[src/rtl/seq_ctrl_ws_pkg.sv]
// rtl/seq_ctrl_ws_pkg.sv - shared types for the wait-state sequencer controller
package seq_ctrl_ws_pkg;

  typedef enum logic [2:0] {
    HLT = 3'd0, SKZ = 3'd1, ADD = 3'd2, AND = 3'd3,
    XOR = 3'd4, LDA = 3'd5, STO = 3'd6, JMP = 3'd7
  } opcode_t;

  // Encodings 0..7 double as the phase index driven on the phase output.
  typedef enum logic [3:0] {
    INST_ADDR  = 4'd0, INST_FETCH = 4'd1, INST_LOAD = 4'd2, IDLE   = 4'd3,
    OP_ADDR    = 4'd4, OP_FETCH   = 4'd5, ALU_OP    = 4'd6, STORE  = 4'd7,
    HALTED     = 4'd8, PAUSED     = 4'd9
  } ctrl_state_t;

  function automatic logic is_aluop(opcode_t op);
    return (op == ADD) || (op == AND) || (op == XOR) || (op == LDA);
  endfunction

endpackage

[src/rtl/seq_wait_timer.sv]
// rtl/seq_wait_timer.sv - consecutive stall counter with expiry on the stall that would reach MAX_WAIT
module seq_wait_timer #(
  parameter int MAX_WAIT = 15,
  parameter int WAIT_W   = $clog2(MAX_WAIT + 1)
) (
  input  logic clk,
  input  logic rst_,
  input  logic clear,
  input  logic count,
  output logic expired
);

  localparam logic [WAIT_W-1:0] LAST = WAIT_W'(MAX_WAIT - 1);

  logic [WAIT_W-1:0] wait_cnt;

  assign expired = count && (wait_cnt == LAST);

  always_ff @(posedge clk or posedge rst_) begin
    if (rst_)
      wait_cnt <= '0;
    else if (clear || expired)
      wait_cnt <= '0;
    else if (count)
      wait_cnt <= wait_cnt + 1'b1;
  end

endmodule

[src/rtl/seq_ctrl_ws.sv]
// rtl/seq_ctrl_ws.sv - 8-phase CPU sequencer with memory wait states, timeout, halt/resume and single-step
module seq_ctrl_ws
  import seq_ctrl_ws_pkg::*;
#(
  parameter int MAX_WAIT        = 15,
  parameter int HALT_ON_TIMEOUT = 1
) (
  input  logic    clk,
  input  logic    rst_,
  input  opcode_t opcode,
  input  logic    zero,
  input  logic    mem_ready,
  input  logic    step_mode,
  input  logic    resume,
  output logic    mem_rd,
  output logic    load_ir,
  output logic    inc_pc,
  output logic    load_ac,
  output logic    load_pc,
  output logic    mem_wr,
  output logic    halt,
  output logic [2:0] phase,
  output logic    timeout_err
);

  localparam int WAIT_W = $clog2(MAX_WAIT + 1);

  ctrl_state_t state, state_n, adv_state;
  logic        hold_req, held, expired, supp;
  logic        aluop;

  assign aluop = is_aluop(opcode);
  assign held  = hold_req && !expired;

  seq_wait_timer #(.MAX_WAIT(MAX_WAIT), .WAIT_W(WAIT_W)) u_timer (
    .clk     (clk),
    .rst_    (rst_),
    .clear   (!hold_req),
    .count   (hold_req),
    .expired (expired)
  );

  always_comb begin
    hold_req = 1'b0;
    case (state)
      INST_LOAD: hold_req = !mem_ready;
      ALU_OP:    hold_req = aluop && !mem_ready;
      STORE:     hold_req = (opcode == STO) && !mem_ready;
      default:   hold_req = 1'b0;
    endcase
  end

  always_comb begin
    adv_state = ctrl_state_t'(state + 4'd1);
    if (state == STORE)
      adv_state = step_mode ? PAUSED : INST_ADDR;
    state_n = state;
    if (state == HALTED || state == PAUSED) begin
      if (resume)
        state_n = INST_ADDR;
    end else if (held) begin
      state_n = state;
    end else if (expired && (HALT_ON_TIMEOUT != 0)) begin
      state_n = HALTED;
    end else if (state == OP_ADDR && opcode == HLT) begin
      state_n = HALTED;
    end else begin
      state_n = adv_state;
    end
  end

  // supp blanks the load strobe of the phase entered by a forced (timed-out) advance.
  always_ff @(posedge clk or posedge rst_) begin
    if (rst_) begin
      state       <= INST_ADDR;
      timeout_err <= 1'b0;
      supp        <= 1'b0;
    end else begin
      state <= state_n;
      supp  <= expired && (HALT_ON_TIMEOUT == 0);
      if (expired)
        timeout_err <= 1'b1;
    end
  end

  always_comb begin
    mem_rd  = 1'b0;
    load_ir = 1'b0;
    inc_pc  = 1'b0;
    load_ac = 1'b0;
    load_pc = 1'b0;
    mem_wr  = 1'b0;
    halt    = 1'b0;
    phase   = 3'd7;
    if (state != HALTED && state != PAUSED)
      phase = state[2:0];
    case (state)
      INST_FETCH: mem_rd = 1'b1;
      INST_LOAD: begin
        mem_rd  = 1'b1;
        load_ir = mem_ready;
      end
      IDLE: begin
        mem_rd  = 1'b1;
        load_ir = !supp;
      end
      OP_ADDR:  inc_pc = 1'b1;
      OP_FETCH: mem_rd = aluop;
      ALU_OP: begin
        mem_rd  = aluop;
        load_ac = aluop && mem_ready;
        inc_pc  = (opcode == SKZ) && zero && !hold_req;
        load_pc = (opcode == JMP) && !hold_req;
      end
      STORE: begin
        mem_rd  = aluop;
        load_ac = aluop && !supp;
        inc_pc  = (opcode == JMP) && !hold_req;
        load_pc = (opcode == JMP) && !hold_req;
        mem_wr  = (opcode == STO);
      end
      HALTED:  halt = 1'b1;
      default: ;
    endcase
    if (rst_) begin
      mem_rd  = 1'b0;
      load_ir = 1'b0;
      inc_pc  = 1'b0;
      load_ac = 1'b0;
      load_pc = 1'b0;
      mem_wr  = 1'b0;
      halt    = 1'b0;
      phase   = 3'd0;
    end
  end

endmodule

[config.mk]
export PLATFORM = sky130hd
export DESIGN_NAME = seq_ctrl_ws
export DESIGN_NICKNAME = d
export VERILOG_FILES = /design/src/rtl/seq_ctrl_ws_pkg.sv /design/src/rtl/seq_wait_timer.sv /design/src/rtl/seq_ctrl_ws.sv
export SDC_FILE = /design/constraint.sdc
export NUM_CORES = 1
export LEC_CHECK = 0
export BUFFER_PORTS_ARGS = -buffer_cell sky130_fd_sc_hd__buf_2
export CORE_MARGIN = 2
export CORE_UTILIZATION = 30
export DETAILED_ROUTE_END_ITERATION = 10
export GPL_TIMING_DRIVEN = 0
export PLACE_DENSITY = 0.52
export SKIP_CTS_REPAIR_TIMING = 1
export SYNTH_ARGS = -nofsm -noshare
export SYNTH_HDL_FRONTEND = slang
export SYNTH_HIERARCHICAL = 1
export SYNTH_SLANG_ARGS = --single-unit
export TNS_END_PERCENT = 1
[constraint.sdc]
create_clock -name clk -period 2 [get_ports clk]
set_input_delay 0.6 -clock clk [delete_from_list [all_inputs] [get_ports clk]]
set_output_delay 0.6 -clock clk [all_outputs]
set_load 0.005 [all_outputs]
==> metrics.txt, run 1 <==
status finished, violations left; violated checks negative setup slack; CP Class flop to output port; PnR worst setup slack -0.216 ns; H-tree depth 1; Buffers on Ports 19; post-route ant nets 0; synthesized area per cell 8.76 um^2; CTS tree built; post-synthesis register bit count 9; Final Critical Period 2.22 ns; total CTS buffers 3; maximum VDD drop 0.754 mV; number of flops mapped to enable cells by yosys 0; layout cells sized above 1 0.496; metal3 WL 87 um; Hold Crit Class primary input to asynchronous set/reset pin; metal1 wirelength 938 um; Final setup violation count 13; area share of the largest cell type after synthesis 0.280; Clock Sinks 9; fin nets 139; Tot GR Track Use 0.130; first-pass GRT wire length 3.27 mm; commonest cells in the netlist dfrtp_1, inv_1, a21oi_1, nor2_1, ha_1; final core utilization 0.441; Worst slew margin 0.692; diode count 0; Max Slew Vio Count 0; warnings from Yosys 6; met2 wire len 955 um; drt wl/cell 13.0 um; Core Footprint 2520 um^2; final instance area 1110 um^2; Lkg Pwr 0.514 nW; initial antenna violation count 0; largest family of logic cells by synthesized area simple AND/OR/NAND/NOR gates; post-synthesis sequential area ratio 0.280; Crit path largest cell delay 0.39 ns; 1st-iter DRT viols 2; Worst Skew 0.00177 ns; Die H 55.8 um; Final HPWL DP 1.52 mm; Reg clk slew, reported paths 0.06 ns; max-cap violations 0; row count 18; CTS root buffer clkbuf_4; largest net degree at the start of global routing 11; gpl congestion 0.815; Max Fclk 451 MHz; final wirelength 1.99 mm; Post-Synth Simple-Gate Area 0.276; critical path required time 1.40 ns; PwrDens 1300 nW/um^2; Synth Flop Type dfrtp_1; DRC viols 0; Least-Margin Pin Slew 0.458 ns; dominant cell type by area after synthesis dfrtp_1; share of flip-flops with an asynchronous set or reset 1.00; Highest Signal Layer met4; Post-Synth Adder-Cell Area 0.0932; post-synthesis mux area share 0.0124; die area 3120 um^2; Cell variety after synth 42; Worst Setup Start Kind flop; die width 55.8 um; Avg Vias per Cell 5.14; clk buf depth 2; Area Overhead vs Synth 38.2%; Synth Area in Compound Gates 0.231; PnR Total Power 1.45 mW; syn nets 107; crit path cell chain buf_4 -> inv_2 -> or3_1 -> nor3_1 -> buf_2; post-placement cell count 141; Critical Path End Type output port; Total Neg Setup Slack -1.63 ns; via count 787; number of iterations in the first detailed-routing pass 3; Cell Area, Synth 806 um^2; Gate Count Post-Synth 92; Crit Path Max Fanout 10; slowest stage cell, crit path or3_1; ranking of synthesized cells by area dfrtp_1, ha_1, a21oi_1; grt total ovfl 0; Arr. time, crit path 1.62 ns; Ports 20; starting density of the core 0.319; Hold Vio Cnt, Final 0; vias in the first global route 745; unrepaired setup endpoints after global routing yes; fin crit share 1.11; clk_lat worst skew 0.26 ns; XOR/XNOR Fraction of Synth Area 0.0435; final std cells w/o fill 153; Placed Instance Area 956 um^2
## logic make-up (layout without fill, tap and decap cells)
family | count (synthesis) | after routing
buffers and inverters | 13 | 44
AOI/OAI and AO/OA | 22 | 22
and+or+nand+nor | 37 | 37
DFF | 9 | 9
xor gates and xnor gates | 4 | 4
adders and majority gates | 6 | 6
muxes | 1 | 1
## layout make-up
cell class	count	area (um^2)
Fill cell	253	1410
Multi-Input combinational cell	70	598
Sequential cell	9	229
Timing Repair Buffer	27	155
Inverter	11	48.8
Tap cell	30	37.5
Clock buffer	4	26.3
Buffer	2	18.8
## critical path, delay by kind of cell (launching register included)
kind / cells / cell delay (ns)
buffers and inverters: 3 / 0.42
flip-flops: 1 / 0.37
AND/OR/NAND/NOR: 2 / 0.57
## worst paths after layout
| path | cells past startpoint | to | from | slack (ns) |
|---|---|---|---|---|
| setup / recovery | 5 | load_ac | state[2] | -0.22 |
| hold / removal | 2 | u_timer/wait_cnt[2] | rst_ | 0.31 |
| setup reg to reg | 11 | state[2] | state[0] | -0.17 |
| hold reg to reg | 1 | timeout_err | timeout_err | 0.47 |
| max in group asynchronous | 2 | state[1] | rst_ | 1.47 |
| min in group clk | 1 | timeout_err | timeout_err | 0.47 |
## power by group
group	total (mW)	switching [mW]	internal, mW
clock network	0.136	0.0589	0.0766
registers	0.329	0.0926	0.237
logic	0.980	0.496	0.484
## flip-flops by register name (all words and copies together), names as in the netlist
signal            count
u_timer/wait_cnt      4
timeout_err           1
state                 4
## placed cells by master (no fill, tap or decap), types with 4 or more instances in the layout
cell type,synthesis,routed
a21oi_1,7,7
buf_2,2,19
buf_4,0,9
dfrtp_1,9,6
inv_1,9,5
nand2_1,5,4
nor2_1,7,7
## stage by stage
stage / hold WS [ns] / worst slack, ns
floorplan: 0.366 / -0.0418
global placement: 0.452 / -0.351
detailed placement: 0.458 / -0.354
CTS: 0.305 / -0.320
global route: 0.316 / -0.303
finish: 0.310 / -0.216
## routing by layer
| layer | up-vias | GRT usage |
|---|---|---|
| met4 | 0 | 0.0306 |
| li1 | 395 | - |
| met2 | 12 | 0.224 |
| met3 | 2 | 0.0419 |
| met1 | 378 | 0.158 |
| met5 | - | 0 |
Power figures use the tool's default switching activity.
==> inputs of run 2 (changes only) <==
Settings changed: CORE_UTILIZATION 30 to 36, PLACE_DENSITY 0.52 to 0.6.
==> run 2 against run 1 <==
Net effect:
- the run still ends with negative setup slack left
- critical path depth grew 6
- largest cell class unchanged
- total power increased by 2.3%
- via count up 0.13%
- highest routed layer is now met3
- register-to-register slack got worse by 0.03 ns
- clock power hardly changed
==> metrics.txt, run 2 (synthesis results as in run 1) <==
Ports 20 (unchanged); via count 788 (was 787); largest net degree at the start of global routing 11 (unchanged); post-route ant nets 0 (unchanged); Area Overhead vs Synth 39.6% (was 38.2%); critical path required time 2.16 ns (was 1.40 ns); CP Class flop to flop (was flop to output port); Worst Skew 0.00492 ns (was 0.00177 ns); Worst Setup Start Kind flop (unchanged); DRC viols 0 (unchanged); Arr. time, crit path 2.36 ns (was 1.62 ns); die width 51.3 um (was 55.8 um); clk buf depth 2 (unchanged); post-placement cell count 139 (was 141); Lkg Pwr 0.516 nW (was 0.514 nW); PwrDens 1310 nW/um^2 (was 1300 nW/um^2); gpl congestion 0.796 (was 0.815); most frequent cells in the layout buf_2, buf_4, nor2_1, dfrtp_1 (was buf_2, buf_4, nor2_1, a21oi_1, dfrtp_1); Final setup violation count 14 (was 13); PnR worst setup slack -0.201 ns (was -0.216 ns); fin nets 139 (unchanged); Crit Path Max Fanout 7 (was 10); layout cells sized above 1 0.537 (was 0.496); violated checks negative setup slack (unchanged); diode count 0 (unchanged); footprint of the multi-input gates 606 um^2 (was 598 um^2); Min Hold Slack 0.299 ns (was 0.310 ns); Core Footprint 2170 um^2 (was 2520 um^2); Max Slew Vio Count 0 (unchanged); R2R Setup Slk -0.20 ns (was -0.17 ns); Regs by FF count state (4), u_timer/wait_cnt (4), timeout_err (1) (unchanged); final instance area 1120 um^2 (was 1110 um^2); Least-Margin Pin Slew 0.474 ns (was 0.458 ns); CTS root buffer clkbuf_4 (unchanged); number of iterations in the first detailed-routing pass 4 (was 3); PnR Total Power 1.48 mW (was 1.45 mW); Worst slew margin 0.682 (was 0.692); die area 2630 um^2 (was 3120 um^2); H-tree depth 1 (unchanged); Buffers on Ports 19 (unchanged); Hold Vio Cnt, Final 0 (unchanged); unrepaired setup endpoints after global routing yes (unchanged); first-pass GRT wire length 3.13 mm (was 3.27 mm); Placed Instance Area 953 um^2 (was 956 um^2); final std cells w/o fill 151 (was 153); Total Neg Setup Slack -1.55 ns (was -1.63 ns); Die H 51.3 um (was 55.8 um); maximum VDD drop 0.891 mV (was 0.754 mV); Tot GR Track Use 0.160 (was 0.130); 1st-iter DRT viols 10 (was 2); Final HPWL DP 1.47 mm (was 1.52 mm); drt wl/cell 13.3 um (was 13.0 um); Worst R2R Path Depth 11 (unchanged); status finished, violations left (unchanged); Critical Path End Type flop (was output port); Avg Vias per Cell 5.22 (was 5.14); Place WS -0.370 ns (was -0.354 ns); final core utilization 0.518 (was 0.441); Hold Crit Class primary input to asynchronous set/reset pin (unchanged); total CTS buffers 3 (unchanged); Filler cells 221 (was 253); final wirelength 2.00 mm (was 1.99 mm); vias in the first global route 697 (was 745); Seq. cell area 229 um^2 (unchanged); Max Fclk 454 MHz (was 451 MHz); row count 17 (was 18); starting density of the core 0.371 (was 0.319); CTS tree built (unchanged); clk_lat worst skew 0.26 ns (about the same); grt total ovfl 0 (unchanged); fin crit share 1.10 (was 1.11); Reg clk slew, reported paths 0.06 ns (about the same); Clock Sinks 9 (unchanged); commonest non-fill, non-tap cell in the layout buf_2 (unchanged); Final Critical Period 2.20 ns (was 2.22 ns); max-cap violations 0 (unchanged); initial antenna violation count 0 (unchanged)
==> run 2: cell counts in the layout (fill, tap and decap cells not counted) <==
No cell type changed its count.
==> run 2: final cells by class <==
type	count	share of cell area
plain buffers	2	0.0200
flip-flops and latches	9	0.204
inverters	11	0.0456
repair buffers	27	0.138
clock buffers	4	0.0234
well taps	28	0.0311
multi-input cells	70	0.538
==> run 2: per-layer routing <==
| layer | vias up | wire length, um | global-route usage |
|---|---|---|---|
| met4 | 0 | 0 | 0.0263 |
| met2 | 13 | 979 | 0.255 |
| met3 | 0 | 87 | 0.0526 |
| met5 | - | 0 | 0 |
| met1 | 378 | 935 | 0.214 |
| li1 | 397 | - | - |
==> run 2: worst paths after layout <==
| check | to | from |
|---|---|---|
| worst min-delay path | u_timer/wait_cnt[1] | rst_ |
| worst min register to register | timeout_err | timeout_err |
| worst max-delay path | state[2] | state[0] |
| min in group clk | timeout_err | timeout_err |
| max in group asynchronous | state[0] | rst_ |
| worst max register to register | state[2] | state[0] |
==> run 2: power by group <==
part           total, mW  internal, mW  switching, mW
registers          0.334         0.237         0.0969
clock network      0.137        0.0767         0.0599
logic               1.01         0.506          0.502
total               1.48         0.819          0.658
==> run 2: worst max-delay path, cell delays in order (launching register included) <==
cell and delay [ns]:
dfrtp_2 0.46, ha_4 0.20, buf_6 0.13, nand4b_1 0.16
o311ai_4 0.15, nand2_2 0.14, inv_4 0.06, and4_4 0.20
inv_2 0.07, nand2_1 0.04, or4_4 0.41, o311ai_2 0.08
